<file path="src/rtl/shift_pla_act_pipe.sv">
// Pipelined shift-and-add piecewise-linear tanh/sigmoid unit.
// Three elastic stages, each with its own valid bit; the mode bit travels with every sample.
module shift_pla_act_pipe #(
    parameter int W_IN     = 10,
    parameter int IN_I     = 4,
    parameter int W_OUT    = 10,
    parameter int OUT_I    = 2,
    parameter int BOUNDARY = 1
) (
    input  logic             clock_i,
    input  logic             resetn_i,
    input  logic             in_valid_i,
    output logic             in_ready_o,
    input  logic [W_IN-1:0]  in_data_i,
    input  logic             in_mode_i,
    output logic             out_valid_o,
    input  logic             out_ready_i,
    output logic [W_OUT-1:0] out_data_o,
    output logic             out_sat_o
);
    localparam int FI = W_IN - IN_I;
    localparam int FO = W_OUT - OUT_I;
    localparam int FP = ((FI > FO) ? FI : FO) + 3;
    localparam int AW = W_IN + 1;
    localparam int MW = FP + IN_I + 1;

    localparam logic [AW-1:0] A_SAT  = AW'(1) << (BOUNDARY + FI);
    localparam logic [MW-1:0] M_HALF = MW'(1) << (FP - 1);
    localparam logic [MW-1:0] M_ONE  = MW'(1) << FP;
    localparam logic [MW-1:0] M_QTR  = MW'(1) << (FP - 2);
    localparam logic [MW-1:0] M_OFF3 = MW'(5) << (FP - 3);
    localparam logic [MW-1:0] M_MAX  = MW'((1 << FO) - 1) << (FP - FO);

    logic s1_v_q, s2_v_q, s3_v_q;
    logic s1_v_d, s2_v_d, s3_v_d;
    logic s1_load, s2_load, s3_load;

    // A stage loads when it is empty or its content moves on this cycle.
    assign s3_load    = !s3_v_q || out_ready_i;
    assign s2_load    = !s2_v_q || s3_load;
    assign s1_load    = !s1_v_q || s2_load;
    assign in_ready_o = s1_load;

    always_comb begin
        s1_v_d = s1_load ? in_valid_i : s1_v_q;
        s2_v_d = s2_load ? s1_v_q     : s2_v_q;
        s3_v_d = s3_load ? s2_v_q     : s3_v_q;
    end

    always_ff @(posedge clock_i or negedge resetn_i) begin
        if (!resetn_i) begin
            s1_v_q <= 1'b0;
            s2_v_q <= 1'b0;
            s3_v_q <= 1'b0;
        end else begin
            s1_v_q <= s1_v_d;
            s2_v_q <= s2_v_d;
            s3_v_q <= s3_v_d;
        end
    end

    // Stage 1: fold to magnitude, one extra bit so the most negative input does not overflow.
    logic signed [W_IN-1:0] t_s;
    logic [AW-1:0]          t_ext, s1_a_d, s1_a_q;
    logic                   s1_sign_q, s1_mode_q, s1_sat_q;

    always_comb begin
        t_s    = in_mode_i ? ($signed(in_data_i) >>> 1) : $signed(in_data_i);
        t_ext  = {t_s[W_IN-1], t_s};
        s1_a_d = t_s[W_IN-1] ? (~t_ext + AW'(1)) : t_ext;
    end

    always_ff @(posedge clock_i) begin
        if (s1_load && in_valid_i) begin
            s1_a_q    <= s1_a_d;
            s1_sign_q <= t_s[W_IN-1];
            s1_mode_q <= in_mode_i;
            s1_sat_q  <= (s1_a_d >= A_SAT);
        end
    end

    // Stage 2: segment select, shift and offset add at FP fractional bits.
    logic [MW-1:0] a_fp, seg3, m_full;
    logic [FP-1:0] s2_m_d, s2_m_q;
    logic          s2_sign_q, s2_mode_q, s2_sat_q;

    always_comb begin
        a_fp = MW'(s1_a_q) << (FP - FI);
        seg3 = (a_fp >> 3) + M_OFF3;
        if (s1_sat_q)
            m_full = M_MAX;
        else if (a_fp < M_HALF)
            m_full = a_fp;
        else if (a_fp < M_ONE)
            m_full = (a_fp >> 1) + M_QTR;
        else if (seg3 > M_MAX)
            m_full = M_MAX;
        else
            m_full = seg3;
        s2_m_d = FP'(m_full);
    end

    always_ff @(posedge clock_i) begin
        if (s2_load && s1_v_q) begin
            s2_m_q    <= s2_m_d;
            s2_sign_q <= s1_sign_q;
            s2_mode_q <= s1_mode_q;
            s2_sat_q  <= s1_sat_q;
        end
    end

    // Stage 3: truncate to FO bits, then sign restore (tanh) or (1 +/- m)/2 (sigmoid).
    logic [FO-1:0]    m_fo;
    logic [W_OUT-1:0] mag, sig_sum, y_d, out_data_q;
    logic             out_sat_q;

    always_comb begin
        m_fo    = FO'(s2_m_q >> (FP - FO));
        mag     = {{OUT_I{1'b0}}, m_fo};
        sig_sum = s2_sign_q ? ((W_OUT'(1) << FO) - mag) : ((W_OUT'(1) << FO) + mag);
        if (s2_mode_q)
            y_d = sig_sum >> 1;
        else
            y_d = s2_sign_q ? (~mag + W_OUT'(1)) : mag;
    end

    always_ff @(posedge clock_i or negedge resetn_i) begin
        if (!resetn_i) begin
            out_data_q <= '0;
            out_sat_q  <= 1'b0;
        end else if (s3_load && s2_v_q) begin
            out_data_q <= y_d;
            out_sat_q  <= s2_sat_q;
        end
    end

    assign out_valid_o = s3_v_q;
    assign out_data_o  = out_data_q;
    assign out_sat_o   = out_sat_q;
endmodule
</file>
<file path="config.mk">
export PLATFORM = sky130hd
export DESIGN_NAME = shift_pla_act_pipe
export DESIGN_NICKNAME = d
export VERILOG_FILES = /design/src/rtl/shift_pla_act_pipe.sv
export SDC_FILE = /design/constraint.sdc
export NUM_CORES = 1
export LEC_CHECK = 0
export CAP_MARGIN = 10
export CORE_MARGIN = 10
export CORE_UTILIZATION = 40
export CTS_CLUSTER_SIZE = 40
export DETAILED_ROUTE_END_ITERATION = 12
export GPL_TIMING_DRIVEN = 0
export SETUP_SLACK_MARGIN = 0.4
export SYNTH_ARGS = -nofsm -noshare
export SYNTH_HDL_FRONTEND = slang
export SYNTH_SLANG_ARGS = --single-unit
</file>
<file path="constraint.sdc">
create_clock -name clock_i -period 1.9 [get_ports clock_i]
set_clock_uncertainty 0.1 [all_clocks]
set_input_delay 0.285 -clock clock_i [delete_from_list [all_inputs] [get_ports clock_i]]
set_output_delay 0.285 -clock clock_i [all_outputs]
set_load 0.01 [all_outputs]
</file>
==> key figures, run 1 <==
Run status
  – Status: finished with violations
  – Violated checks: setup timing

Die
  – Core Footprint: 5570 um^2
  – Die area: 9250 um^2
  – Die X: 96.2 um
  – Die Y: 96.2 um
  – Initial Util: 41.6%
  – Number of core rows: 27
  – I/O pin cnt: 28

Global route
  – First-pass GRT wire length: 9.29 mm
  – Pin count of the biggest net entering global routing: 15
  – Residual overflow from global routing: 0
  – Total track usage: 12.4%
  – Initial antenna violation count: 0
  – Vias in the first global route: 2,000

Timing
  – Slew @ Worst Pin: 0.665 ns
  – Max-slew violation count: 0
  – Fin crit share: 126%
  – Slew HR: 55.5%
  – Tmin final: 2.38 ns
  – RSZ-0062 raised after global routing: true
  – Final WS setup: -0.485 ns
  – Final setup fails: 5
  – Endpoints failing hold: 0
  – Fmax: 419 MHz
  – Hold_ws: 0.0662 ns

Clock tree
  – CTS H-Tree Depth: 2
  – Clock buffer depth: 2
  – TritonCTS clock tree: built
  – Clock slew at reported path FFs: 0.08 ns
  – Num CTS Buffers: 5
  – Clock sink total: 39
  – CTS Hold Buffers Added: 0
  – Clk Latency, worst-skew pair: 0.29 ns
  – CTS Root Cell: clkbuf_8

Finish
  – # fillers: 463
  – Layout Utilization: 62.3%
  – Top reg by flops: s1_a_q
  – Fraction of layout instances using a drive strength above 1: 35.3%
  – N_diodes: 0
  – Nets: 323
  – Max reg flops: 11
  – Area growth, synth to finish: 49.7%

Logic synthesis
  – Ys flop type: edfxtp_1
  – EDFF count, synth: 25
  – Post-synthesis mux area share: 2.21%
  – Largest family of logic cells by synthesized area: simple AND/OR/NAND/NOR gates
  – Syn_area_per_cell: 9.71 um^2
  – Ys async rst share: 35.9%
  – Register area share after synthesis: 47.4%
  – Post-synth top area share: 32.3%
  – Compound-gate portion of the synthesized area: 18.4%
  – Post-synth net total: 260
  – Post-synth cell types: 51
  – Cell Area, Synth: 2320 um^2
  – Adder-Cell Fraction of Synth Area: 3.23%
  – Biggest area consumer among synthesized cells: edfxtp_1
  – Synth cell count leaders: edfxtp_1, nand2_1, o21ai_0
  – Ys Warns: 0
  – Simple-Gate Fraction of Synth Area: 20.5%
  – Post-synthesis xor/xnor area fraction: 4.15%
  – #FFs+latches synth: 39
  – Synth top area cells: edfxtp_1, dfrtp_1, nand2_1
  – Syn Inst Count: 239

Critical path
  – WP data arrival: 2.33 ns
  – R2R depth: 6
  – Critical Path End: s1_sat_q
  – CP startpoint: in_mode_i
  – Worst setup EP type: flip-flop
  – Critical Path Most Common Cell: clkbuf_16
  – Largest stage delay, worst path: 0.50 ns
  – FF-to-FF setup slack: -0.05 ns
  – CP Launch Type: primary input
  – Capture point of the worst reg-to-reg path: out_data_o[5]
  – Critical path type: primary input to flip-flop
  – CP max FO: 3
  – Slowest CP cell: or4b_4
  – R2R Path Start: s2_m_q[4]
  – CP Cell Sequence: buf_8 -> clkbuf_16 -> clkbuf_16 -> mux2i_4 -> ha_2 -> or3b_4 -> or4b_4 -> mux2i_1 -> a211o_1
  – Worst path required time: 1.85 ns

Power and ir drop
  – Maximum vdd ir drop: 0.326 mV
  – Power per cell area: 700 nW/um^2
  – Total power: 2430 uW
  – Static Leak: 0.00142 uW

Placed design
  – PortBufs: 26
  – Gp weighted congestion: 0.827
  – Hpwl dp: 3.84 mm
  – Pre-CTS WS: -1.37 ns

Route
  – Avg Vias per Cell: 5.41
  – Via Count: 2,030
  – Drt pass-1 iters: 4
  – WL per Instance: 15.3 um
  – Routed Antenna Nets: 0
  – Iter 0 DRT Violations: 85
  – # DRC: 0
  – Drt total wl: 5.72 mm

Job
  – Maxcap violations: 0

Min path
  – Hold crit path type: primary input to flip-flop
cell usage in the layout, fill, tap and decap left out, types with 3 or more instances in the layout:
cell type        instances
a21oi_1                  9
a21oi_2                  3
a31oi_1                  5
buf_4                   19
buf_6                   15
clkbuf_2                 3
clkbuf_8                 6
clkdlybuf4s50_1          5
dfrtp_1                 14
dlygate4sd2_1           14
edfxtp_1                25
ha_2                     3
inv_1                   11
inv_2                    3
mux2i_1                  3
nand2_1                 23
nand2b_1                 7
nand3_1                  4
nor2_1                  11
nor2b_1                  3
nor3_1                   4
nor3_2                   5
nor4_4                   3
o21ai_0                  4
o21ai_1                 10
o21bai_1                 6
o22ai_1                  3
o31ai_1                  3
xnor2_1                  5
xor2_1                   5
critical path: cells and delay by family:
kind,cells,cell delay (ns)
buf+inv,3,0.37
mux,2,0.31
simple gates,2,0.90
compound gates,1,0.27
fa+ha+maj,1,0.20
metrics by stage:
step                      cells  instance area [um^2]  TNS [ns]
after floorplan             239                  2440     -1.75
after global placement      337                  2790     -6.05
after detailed placement    337                  2790     -5.91
after CTS                   367                  3240     -1.03
after global routing        375                  3470     -1.71
final                       375                  3470     -1.38
worst min-delay path by stage:
stage              start            end  cells after the start
2_1_floorplan   resetn_i  out_data_o[0]                      0
3_3_place_gp   s1_sign_q      s2_sign_q                      0
3_5_place_dp   s1_mode_q      s2_mode_q                      0
4_1_cts        in_mode_i      s1_mode_q                      1
5_1_grt        in_mode_i      s1_mode_q                      1
6_report       in_mode_i      s1_mode_q                      1
power by group:
group	leakage, uW	internal (uW)	total (uW)	switching (uW)
clock network	0.0000548	396	708	313
registers	0.000386	1010	1090	77.6
logic	0.000979	311	633	322
total	0.00142	1720	2430	713
per-layer routing:
metal | part of all wire (%) | global-route usage [%]
met1 | 45 | 15.6
met2 | 50 | 20.7
met3 | 3.4 | 1.87
met4 | 1.7 | 5.04
met5 | 0 | 0
logic make-up (layout without fill, tap and decap cells):
kind of cell / after synthesis / count (layout)
and+or+nand+nor: 89 / 89
AOI/OAI and AO/OA: 66 / 66
adders and majority gates: 6 / 6
buffers and inverters: 22 / 86
DFF: 39 / 39
xor gates and xnor gates: 11 / 11
muxes: 5 / 5
other: 1 / 1
final cells by class:
cell class | instances | area [um^2] | share of cell area (%)
Clock buffer | 5 | 68.8 | 1.98
Clock inverter | 3 | 46.3 | 1.33
Inverter | 14 | 52.6 | 1.51
Tap cell | 72 | 90.1 | 2.59
Timing Repair Buffer | 56 | 515 | 14.8
Multi-Input combinational cell | 178 | 1500 | 43.2
Sequential cell | 39 | 1100 | 31.7
Buffer | 8 | 97.6 | 2.81
what timing repair did:
action,in CTS,in global routing
pin swaps,25,28
resized for setup,81,49
buffers inserted,22,8
endpoints found under the hold margin,0,0
setup endpoints to repair,50,40
(Power assumes the default switching activity.)
==> run 2: changes to the inputs <==
Settings changed: CORE_UTILIZATION 40 to 34.
==> key figures, run 2 (synthesis results as in run 1) <==
Run status
  – Status: finished with violations
  – Violated checks: setup timing

Route
  – Iter 0 DRT Violations: 109 (+28%)
  – Drt total wl: 6.21 mm (+8.6%)
  – Avg Vias per Cell: 5.29 (-2.2%)
  – # DRC: 0 (unchanged)
  – Routed Antenna Nets: 0 (unchanged)
  – WL per Instance: 15.7 um (+2.6%)
  – Drt pass-1 iters: 4 (unchanged)
  – Via Count: 2,102 (+3.5%)

Die
  – Die area: 10,500 um^2 (+14%)
  – Die Y: 103 um (+6.7%)
  – Number of core rows: 30 (+11%)
  – Core Footprint: 6720 um^2 (+21%)
  – Initial Util: 34.5% (-7.1 points)
  – Die X: 103 um (+6.7%)
  – I/O pin cnt: 28 (unchanged)

Critical path
  – FF-to-FF setup slack: -0.09 ns (-0.04 ns)
  – Largest stage delay, worst path: 0.51 ns (about the same)
  – Critical path type: primary input to flip-flop
  – Critical Path End: s1_sat_q
  – Worst path required time: 1.86 ns (about the same)
  – WP data arrival: 2.30 ns (-0.03 ns)
  – R2R Path Start: s2_m_q[3]
  – CP startpoint: in_mode_i
  – Critical Path Most Common Cell: clkbuf_16
  – Worst setup EP type: flip-flop
  – Crit path depth: 9 (unchanged)
  – CP Cell Sequence: buf_8 -> clkbuf_16 -> clkbuf_16 -> mux2i_4 -> ha_2 -> or3b_4 -> or4b_4 -> mux2i_1 -> a211o_1
  – Buf+Inv Stages, Crit Path: 3 (unchanged)
  – Slowest CP cell: or4b_4
  – R2R depth: 6 (unchanged)
  – CP Launch Type: primary input
  – Worst path top cell family by delay: simple AND/OR/NAND/NOR gates
  – Capture point of the worst reg-to-reg path: out_data_o[5]
  – CP max FO: 3 (unchanged)

Clock tree
  – Clock buffer depth: 2 (unchanged)
  – TritonCTS clock tree: built
  – Num CTS Buffers: 5 (unchanged)
  – Clk Latency, worst-skew pair: 0.30 ns (about the same)
  – Clock sink total: 39 (unchanged)
  – CTS H-Tree Depth: 2 (unchanged)
  – CTS Root Cell: clkbuf_8
  – Clock slew at reported path FFs: 0.09 ns (about the same)

Placed design
  – PortBufs: 26 (unchanged)
  – Pre-CTS WS: -1.39 ns (-0.0187 ns)
  – Gp weighted congestion: 0.883 (+6.8%)
  – Hpwl dp: 3.83 mm (-0.30%)

Finish
  – Area growth, synth to finish: 55.3%
  – Commonest cells after routing, fill and taps aside: buf_4, edfxtp_1, nand2_1
  – N_diodes: 0 (unchanged)
  – # fillers: 583 (+26%)
  – Fraction of layout instances using a drive strength above 1: 39.1% (+3.8 points)
  – Top reg by flops: s1_a_q
  – Max reg flops: 11 (unchanged)
  – Commonest non-fill, non-tap cell in the layout: buf_4
  – Nets: 337 (+4.3%)

Timing
  – Slew @ Worst Pin: 0.662 ns (-0.00324 ns)
  – Endpoints failing hold: 0 (unchanged)
  – Tmin final: 2.34 ns (-0.0472 ns)
  – RSZ-0062 raised after global routing: true
  – Fin crit share: 123% (-2.5 points)
  – Hold_ws: 0.143 ns (+0.0764 ns)
  – Fmax: 428 MHz (+2.0%)
  – Final WS setup: -0.438 ns (+0.0472 ns)
  – Max-slew violation count: 0 (unchanged)
  – Setup TNS: -1.26 ns (+0.116 ns)
  – Slew HR: 55.7% (+0.22 points)
  – Final setup fails: 6 (+1)

Power and ir drop
  – Power per cell area: 716 nW/um^2 (+2.3%)
  – Static Leak: 0.00148 uW (+4.5%)
  – Total power: 2580 uW (+6.1%)
  – Maximum vdd ir drop: 0.363 mV (+11%)

Global route
  – First-pass GRT wire length: 9.42 mm (+1.4%)
  – Total track usage: 11.1% (-1.3 points)
  – Residual overflow from global routing: 0 (unchanged)
  – Initial antenna violation count: 0 (unchanged)
  – Vias in the first global route: 1,957 (-2.2%)
  – Pin count of the biggest net entering global routing: 15 (unchanged)

Min path
  – Hold crit path type: primary input to flip-flop
  – Hold Path Depth: 2 (+1)

Job
  – Maxcap violations: 0 (unchanged)
run 2: cell types whose count changed in the layout (fill, tap and decap cells not counted), moves of 2 or more:
cell and delta:
inv_2 -2, dlygate4sd2_1 +2, o21ai_0 +3, buf_4 +12, buf_2 +3, nor2_2 +3, o21ai_1 -2, nor2_4 -2
run 2: area by class of cell:
class / count / area (um^2) / area share [%]
timing repair buffer: 70 / 611 / 16.9
tap: 80 / 100 / 2.78
clock buffer: 6 / 93.8 / 2.60
multi-input combinational: 178 / 1510 / 42.0
clock inverter: 2 / 41.3 / 1.15
sequential: 39 / 1100 / 30.6
inverter: 14 / 55.1 / 1.53
buffer: 8 / 87.6 / 2.43
run 2: worst min path at each step:
stage                     startpoint             to  slack, ns
after floorplan             resetn_i  out_data_o[0]      -0.11
after global placement     s1_sign_q      s2_sign_q       0.30
after detailed placement   s1_mode_q      s2_mode_q       0.31
after CTS                  in_mode_i      s1_mode_q       0.14
after global routing       in_mode_i      s1_mode_q       0.14
final                      in_mode_i      s1_mode_q       0.14
run 2: metal layers:
layer	share of wire (%)	GRT usage [%]	up-vias	wire length, um
met1	42	13.2	993	2600
met5	0	0	-	0
met3	3.5	2.35	12	219
li1	-	-	1038	-
met2	53	19.7	59	3270
met4	2.1	3.25	0	130
run 2: repair_timing:
| item | CTS | global route |
|---|---|---|
| endpoints found under the setup margin | 50 | 51 |
| hold buffers | 0 | 0 |
| resized for setup | 83 | 42 |
| buffers inserted | 35 | 9 |
| gates cloned | 0 | 0 |
| pin swaps | 25 | 25 |
run 2: through the flow:
stage,instance area [um^2],util [%],std cells
after global routing,3600,53.6,397
after detailed placement,2800,41.7,345
after floorplan,2440,-,239
after CTS,3370,50.1,388
after global placement,2800,41.7,345
final,3600,53.6,397
run 2: report_power, final:
| group | internal [uW] | total [uW] | switching (uW) |
|---|---|---|---|
| registers | 1010 | 1090 | 77.0 |
| clock network | 480 | 811 | 330 |
| logic | 336 | 679 | 343 |
